File: src/rtl/c64_debug_pkg.sv
// Shared C64 debug-port definitions: arbiter states, UART monitor opcodes and bus widths.
package c64_debug_pkg;

    localparam int unsigned DEBUG_ADDR_W = 16;
    localparam int unsigned DEBUG_DATA_W = 8;

    localparam logic [7:0] DEBUG_READ_OP   = 8'd1;
    localparam logic [7:0] DEBUG_WRITE_OP  = 8'd2;
    localparam logic [7:0] DEBUG_WRITE_PS2 = 8'd3;

    localparam logic [7:0] DEBUG_WRITE_ACK    = 8'h06;
    localparam logic [7:0] DEBUG_TIMEOUT_DATA = 8'hFF;

    typedef enum logic [1:0] {
        IDLE,
        HOLD,
        ACCESS,
        DONE
    } arb_state_t;

    // Writes complete with a zero data byte so requesters never see stale read data.
    function automatic logic [DEBUG_DATA_W-1:0] completion_data(
        input logic                    we,
        input logic [DEBUG_DATA_W-1:0] rdata
    );
        return we ? '0 : rdata;
    endfunction

endpackage

File: src/rtl/c64_rr_pick.sv
// Combinational round-robin selector: first asserted request at or after ptr, wrapping.
module c64_rr_pick #(
    parameter int unsigned NREQ = 2,
    parameter int unsigned PW   = 1
) (
    input  logic [NREQ-1:0] req_valid,
    input  logic [PW-1:0]   ptr,
    output logic [PW-1:0]   grant,
    output logic            valid
);

    always_comb begin
        grant = '0;
        valid = 1'b0;
        for (int unsigned i = 0; i < NREQ; i++) begin
            for (int unsigned j = 0; j < NREQ; j++) begin
                if (!valid && req_valid[j] && (((32'(ptr) + i) % NREQ) == j)) begin
                    grant = PW'(j);
                    valid = 1'b1;
                end
            end
        end
    end

endmodule

File: src/rtl/c64_debug_arbiter.sv
// Round-robin arbiter sharing the C64 bus debug port via the core's bus-hold handshake.
// Optional HOLD timeout enabled by defining C64_DEBUG_ARB_TIMEOUT_EN.
module c64_debug_arbiter
    import c64_debug_pkg::*;
#(
    parameter int unsigned NREQ          = 2,
    parameter int unsigned ACCESS_CYCLES = 2,
    parameter int unsigned TIMEOUT       = 1000000
) (
    input  logic                           clk,
    input  logic                           reset,
    input  logic [NREQ-1:0]                req_valid,
    input  logic [NREQ-1:0]                req_we,
    input  logic [DEBUG_ADDR_W*NREQ-1:0]   req_addr,
    input  logic [DEBUG_DATA_W*NREQ-1:0]   req_wdata,
    output logic [NREQ-1:0]                req_ack,
    output logic [DEBUG_DATA_W-1:0]        req_rdata,
    output logic                           req_error,
    output logic                           bus_hold,
    input  logic                           bus_ready,
    output logic [DEBUG_ADDR_W-1:0]        bus_addr,
    output logic [DEBUG_DATA_W-1:0]        bus_wdata,
    output logic                           bus_we,
    input  logic [DEBUG_DATA_W-1:0]        bus_rdata,
    output logic                           busy
);

    localparam int unsigned PW = (NREQ > 1) ? $clog2(NREQ) : 1;
    localparam int unsigned CW = (ACCESS_CYCLES > 1) ? $clog2(ACCESS_CYCLES) : 1;

    if (NREQ < 1 || NREQ > 4 || ACCESS_CYCLES < 1 || TIMEOUT < 1 || TIMEOUT > 1048575) begin : g_param_check
        $error("c64_debug_arbiter: parameter out of range");
    end

    arb_state_t state, state_n;

    logic [PW-1:0]           ptr, grant_q, pick_grant;
    logic                    pick_valid, after_done, we_q, sel_we;
    logic [NREQ-1:0]         pick_req;
    logic [DEBUG_ADDR_W-1:0] addr_q, sel_addr, bus_addr_q;
    logic [DEBUG_DATA_W-1:0] wdata_q, sel_wdata, bus_wdata_q, rdata_q;
    logic [CW-1:0]           cnt;

`ifdef C64_DEBUG_ARB_TIMEOUT_EN
    logic [19:0] tcnt;
    logic        error_q;
    logic        timeout_hit;
    assign timeout_hit = (tcnt == 20'(TIMEOUT - 1));
`endif

    // The requester just acked may still show req_valid for one cycle; keep it out of that pick.
    always_comb begin
        pick_req = req_valid;
        for (int unsigned i = 0; i < NREQ; i++) begin
            if (after_done && grant_q == PW'(i)) pick_req[i] = 1'b0;
        end
    end

    c64_rr_pick #(.NREQ(NREQ), .PW(PW)) u_pick (
        .req_valid (pick_req),
        .ptr       (ptr),
        .grant     (pick_grant),
        .valid     (pick_valid)
    );

    always_comb begin
        sel_we    = 1'b0;
        sel_addr  = '0;
        sel_wdata = '0;
        for (int unsigned i = 0; i < NREQ; i++) begin
            if (pick_grant == PW'(i)) begin
                sel_we    = req_we[i];
                sel_addr  = req_addr[i*DEBUG_ADDR_W +: DEBUG_ADDR_W];
                sel_wdata = req_wdata[i*DEBUG_DATA_W +: DEBUG_DATA_W];
            end
        end
    end

    always_ff @(posedge clk) begin
        if (reset) state <= IDLE;
        else       state <= state_n;
    end

    always_comb begin
        state_n = state;
        case (state)
            IDLE:   if (pick_valid) state_n = HOLD;
            HOLD: begin
                if (bus_ready) state_n = ACCESS;
`ifdef C64_DEBUG_ARB_TIMEOUT_EN
                else if (timeout_hit) state_n = DONE;
`endif
            end
            ACCESS: begin
                if (!bus_ready)     state_n = HOLD;
                else if (cnt == '0) state_n = DONE;
            end
            DONE:   state_n = IDLE;
            default: state_n = IDLE;
        endcase
    end

    always_comb begin
        busy     = (state != IDLE);
        bus_hold = (state == HOLD) || (state == ACCESS);
        bus_we   = (state == ACCESS) && we_q && bus_ready;
        req_ack  = '0;
        if (state == DONE) begin
            for (int unsigned i = 0; i < NREQ; i++) req_ack[i] = (grant_q == PW'(i));
        end
    end

    always_ff @(posedge clk) begin
        if (reset) begin
            ptr         <= '0;
            grant_q     <= '0;
            after_done  <= 1'b0;
            we_q        <= 1'b0;
            addr_q      <= '0;
            wdata_q     <= '0;
            bus_addr_q  <= '0;
            bus_wdata_q <= '0;
            rdata_q     <= '0;
            cnt         <= '0;
`ifdef C64_DEBUG_ARB_TIMEOUT_EN
            tcnt        <= '0;
            error_q     <= 1'b0;
`endif
        end else begin
            after_done <= (state == DONE);
            case (state)
                IDLE: begin
                    if (pick_valid) begin
                        grant_q <= pick_grant;
                        we_q    <= sel_we;
                        addr_q  <= sel_addr;
                        wdata_q <= sel_wdata;
`ifdef C64_DEBUG_ARB_TIMEOUT_EN
                        tcnt    <= '0;
`endif
                    end
                end
                HOLD: begin
                    if (bus_ready) begin
                        cnt         <= CW'(ACCESS_CYCLES - 1);
                        bus_addr_q  <= addr_q;
                        bus_wdata_q <= wdata_q;
                    end
`ifdef C64_DEBUG_ARB_TIMEOUT_EN
                    else if (timeout_hit) begin
                        rdata_q <= DEBUG_TIMEOUT_DATA;
                        error_q <= 1'b1;
                    end else begin
                        tcnt <= tcnt + 1'b1;
                    end
`endif
                end
                ACCESS: begin
                    if (!bus_ready) begin
`ifdef C64_DEBUG_ARB_TIMEOUT_EN
                        tcnt <= '0;
`endif
                    end else if (cnt == '0) begin
                        rdata_q <= completion_data(we_q, bus_rdata);
`ifdef C64_DEBUG_ARB_TIMEOUT_EN
                        error_q <= 1'b0;
`endif
                    end else begin
                        cnt <= cnt - 1'b1;
                    end
                end
                DONE: ptr <= (grant_q == PW'(NREQ - 1)) ? '0 : grant_q + 1'b1;
                default: ;
            endcase
        end
    end

    assign bus_addr  = bus_addr_q;
    assign bus_wdata = bus_wdata_q;
    assign req_rdata = rdata_q;
`ifdef C64_DEBUG_ARB_TIMEOUT_EN
    assign req_error = error_q;
`else
    assign req_error = 1'b0;
`endif

endmodule

File: config.mk
export PLATFORM = sky130hd
export DESIGN_NAME = c64_debug_arbiter
export DESIGN_NICKNAME = d
export VERILOG_FILES = /design/src/rtl/c64_debug_pkg.sv /design/src/rtl/c64_rr_pick.sv /design/src/rtl/c64_debug_arbiter.sv
export SDC_FILE = /design/constraint.sdc
export NUM_CORES = 1
export LEC_CHECK = 0
export BUFFER_PORTS_ARGS = -buffer_cell sky130_fd_sc_hd__buf_2
export CAP_MARGIN = 20
export CORE_MARGIN = 5
export CORE_UTILIZATION = 48
export DETAILED_ROUTE_END_ITERATION = 10
export PLACE_DENSITY = 0.9
export SLEW_MARGIN = 5
export SYNTH_ARGS = -nofsm -noshare
export SYNTH_HDL_FRONTEND = slang
export SYNTH_SLANG_ARGS = --single-unit
File: constraint.sdc
create_clock -name clk -period 1.86 [get_ports clk]
set_input_delay 0 -clock clk [delete_from_list [all_inputs] [get_ports clk]]
set_output_delay 0 -clock clk [all_outputs]
set_load 0.02 [all_outputs]
==> flow_summary.toml <==
[critical_path]
criticalPathCategory = "reg -> reg"
worstPathRequired_ns = 2.09
arrival_ns = 1.97
startpoint_type = "flop"
endpoint_kind = "flop"
cp_max_fo = 34

[sta]
hold_ws_ns = 0.146
tns_ns = 0
finalCritPeriodShare = 0.940
worstMarginPinSlew_ns = 0.557
skew_ns = 0.00700
slew_violations = 0
setup_violations = 0
fmax_mhz = 572
rsz0062_at_grt = "false"
setup_ws_ns = 0.112
fin_crit_ns = 1.75
hold_viol = 0
relSlewSlack = 0.628

[placement]
dp_hpwl_mm = 4.80
port_buffers = 99
post-place-ws_ns = 0.00432
place.gp.congestion = 0.793

[clock_tree]
cts_buffers = 9
clk_pin_slew_ns = 0.07
cts-root-buf = "clkbuf_8"
htree_levels = 3
clock-sinks = 63
cts_tree = "built"
worstSkewPairLatency_ns = 0.33
clockBufferDepth = 2

[yosys]
async_flop_share = 0
ys_seq_area_frac = 0.484
synth_top_area_share = 0.484
ys_warn_count = 0
synth-seq-cells = 63
synth_area_um2 = 2600
syn-num-nets = 391
synth.distinct_cells = 32
synth_area_per_cell_um2 = 8.06
synth_edf_count = 0
synth_top_cells_by_area = "dfxtp_1 (48%), nand2_1 (16%), a311oi_1 (8.4%)"
synth_top_cell_by_area = "dfxtp_1"
ys.flop_type = "dfxtp_1"
netlist_instances = 323

[finish]
final_util = 0.763
drive_above_1_share = 0.279
fillCellCount = 355
area_growth_syn_to_layout_pct = 51.7
antenna_cells = 0
nNetsFinal = 544

[global_routing]
grt_pass1_wl_mm = 13.8
antenna_found_initial = 0
track_usage = 0.244
grt_pass1_vias = 3055
grt_max_degree = 36
grt_overflow_total = 0

[power_and_ir_drop]
p_per_area_nw_per_um2 = 1020
p_total_mw = 4.02
vdd_drop_max_mv = 0.742
p_leak_nw = 1.75

[floorplan]
die_w_um = 83.7
core_um2 = 5170
io_pins = 101
initial_utilization = 0.503
num_rows = 26
die_h_um = 83.7
die-area_um2 = 7000

[detailed_routing]
antenna_left = 0
vias = 2821
dr.first_iter.drc_count = 103
wirelength_mm = 8.39
wl_per_cell_um = 15.3
via_per_inst = 5.13
drt_pass1_iterations = 4
drcViolationCount = 0

[status]
status = "finished clean"

[flow_run]
max_cap_violations = 0

[min_path]
hp-class = "in -> reg"
where the power goes:
part	internal, mW	switching, mW
Clock	0.601	0.481
Combinational	0.523	0.700
Sequential	1.57	0.138
Total	2.70	1.32
timing repair:
action                                  CTS  global route
hold endpoints to repair                 34             0
endpoints found under the setup margin    1            40
hold buffers                             59             0
setup buffers                             0             1
pin swaps                                 0             1
gates resized for setup                   1             5
state kept, by name, indices dropped and copies added (netlist names):
| register | count |
|---|---|
| addr_q | 16 |
| bus_addr | 16 |
| bus_wdata | 8 |
| req_rdata | 8 |
| wdata_q | 8 |
| state | 2 |
| after_done | 1 |
| cnt | 1 |
| grant_q | 1 |
| ptr | 1 |
| we_q | 1 |
cell type report:
type                    count  area (um^2)  share of cell area
well taps                  70         87.6              0.0222
clock buffers              10          128              0.0323
inverters                   3         11.3             0.00285
clock inverters             5         50.0              0.0127
repair buffers            166         1170               0.298
multi-input cells         233         1240               0.313
flip-flops and latches     63         1260               0.319
final timing paths:
check / startpoint / end / slack, ns / cells after the start
setup / recovery: state[1] / wdata_q[4] / 0.11 / 7
hold reg to reg: req_rdata[1] / req_rdata[1] / 0.45 / 2
hold / removal: reset / after_done / 0.15 / 2
setup reg to reg: state[1] / wdata_q[4] / 0.11 / 7
cell usage in the layout (no fill, tap or decap), types with 4 or more instances in the layout:
cell           netlist  routed
nand2_1            110     110
a311oi_1            25      24
ha_1                 5       4
dlygate4sd3_1        0      59
nor2_1              29      29
clkinv_2             0       4
buf_4                2       5
nand3b_1             8       8
a21oi_1             32      32
buf_2                5      99
clkbuf_8             0       9
dfxtp_1             63      63
kinds of logic (layout without fill, tap and decap cells):
family	Yosys count	count (layout)	share of synthesized area
buffers and inverters	27	184	0.0500
other	1	1	0.00144
AO/OA/AOI/OAI	66	66	0.177
AND/OR/NAND/NOR	159	159	0.256
adder cells (fa/ha/maj)	5	5	0.0240
flip-flops	63	63	0.484
multiplexers	2	2	0.00769
cell usage after synthesis, types with 2 or more instances:
cell,n
buf_2,5
buf_4,2
clkbuf_1,15
nor2b_1,2
ha_1,5
dfxtp_1,63
nor2_1,29
buf_6,2
a21oi_1,32
inv_1,3
a311oi_1,25
and2b_2,2
nand3b_1,8
nand2_1,110
and2_1,2
mux2i_1,2
layer usage:
metal,global-route usage,vias to the layer above,share of wire
li1,-,1395,-
met3,0.0652,30,0.055
met5,0,-,0
met1,0.236,1290,0.38
met4,0.140,0,0.036
met2,0.458,106,0.53
per-stage QoR:
stage	std cells	cell area [um^2]
6_report	550	3950
5_1_grt	550	3950
4_1_cts	549	3930
3_5_place_dp	475	3150
3_3_place_gp	475	3150
2_1_floorplan	323	2600
worst max-delay path, stage by stage, from the launching register on:
cell      delay, ns
dfxtp_1        0.34
inv_1          0.14
ha_2           0.25
o21ai_0        0.15
a21oi_4        0.19
buf_12         0.21
nor2_1         0.07
a311oi_1       0.29
(Power assumes the default switching activity.)
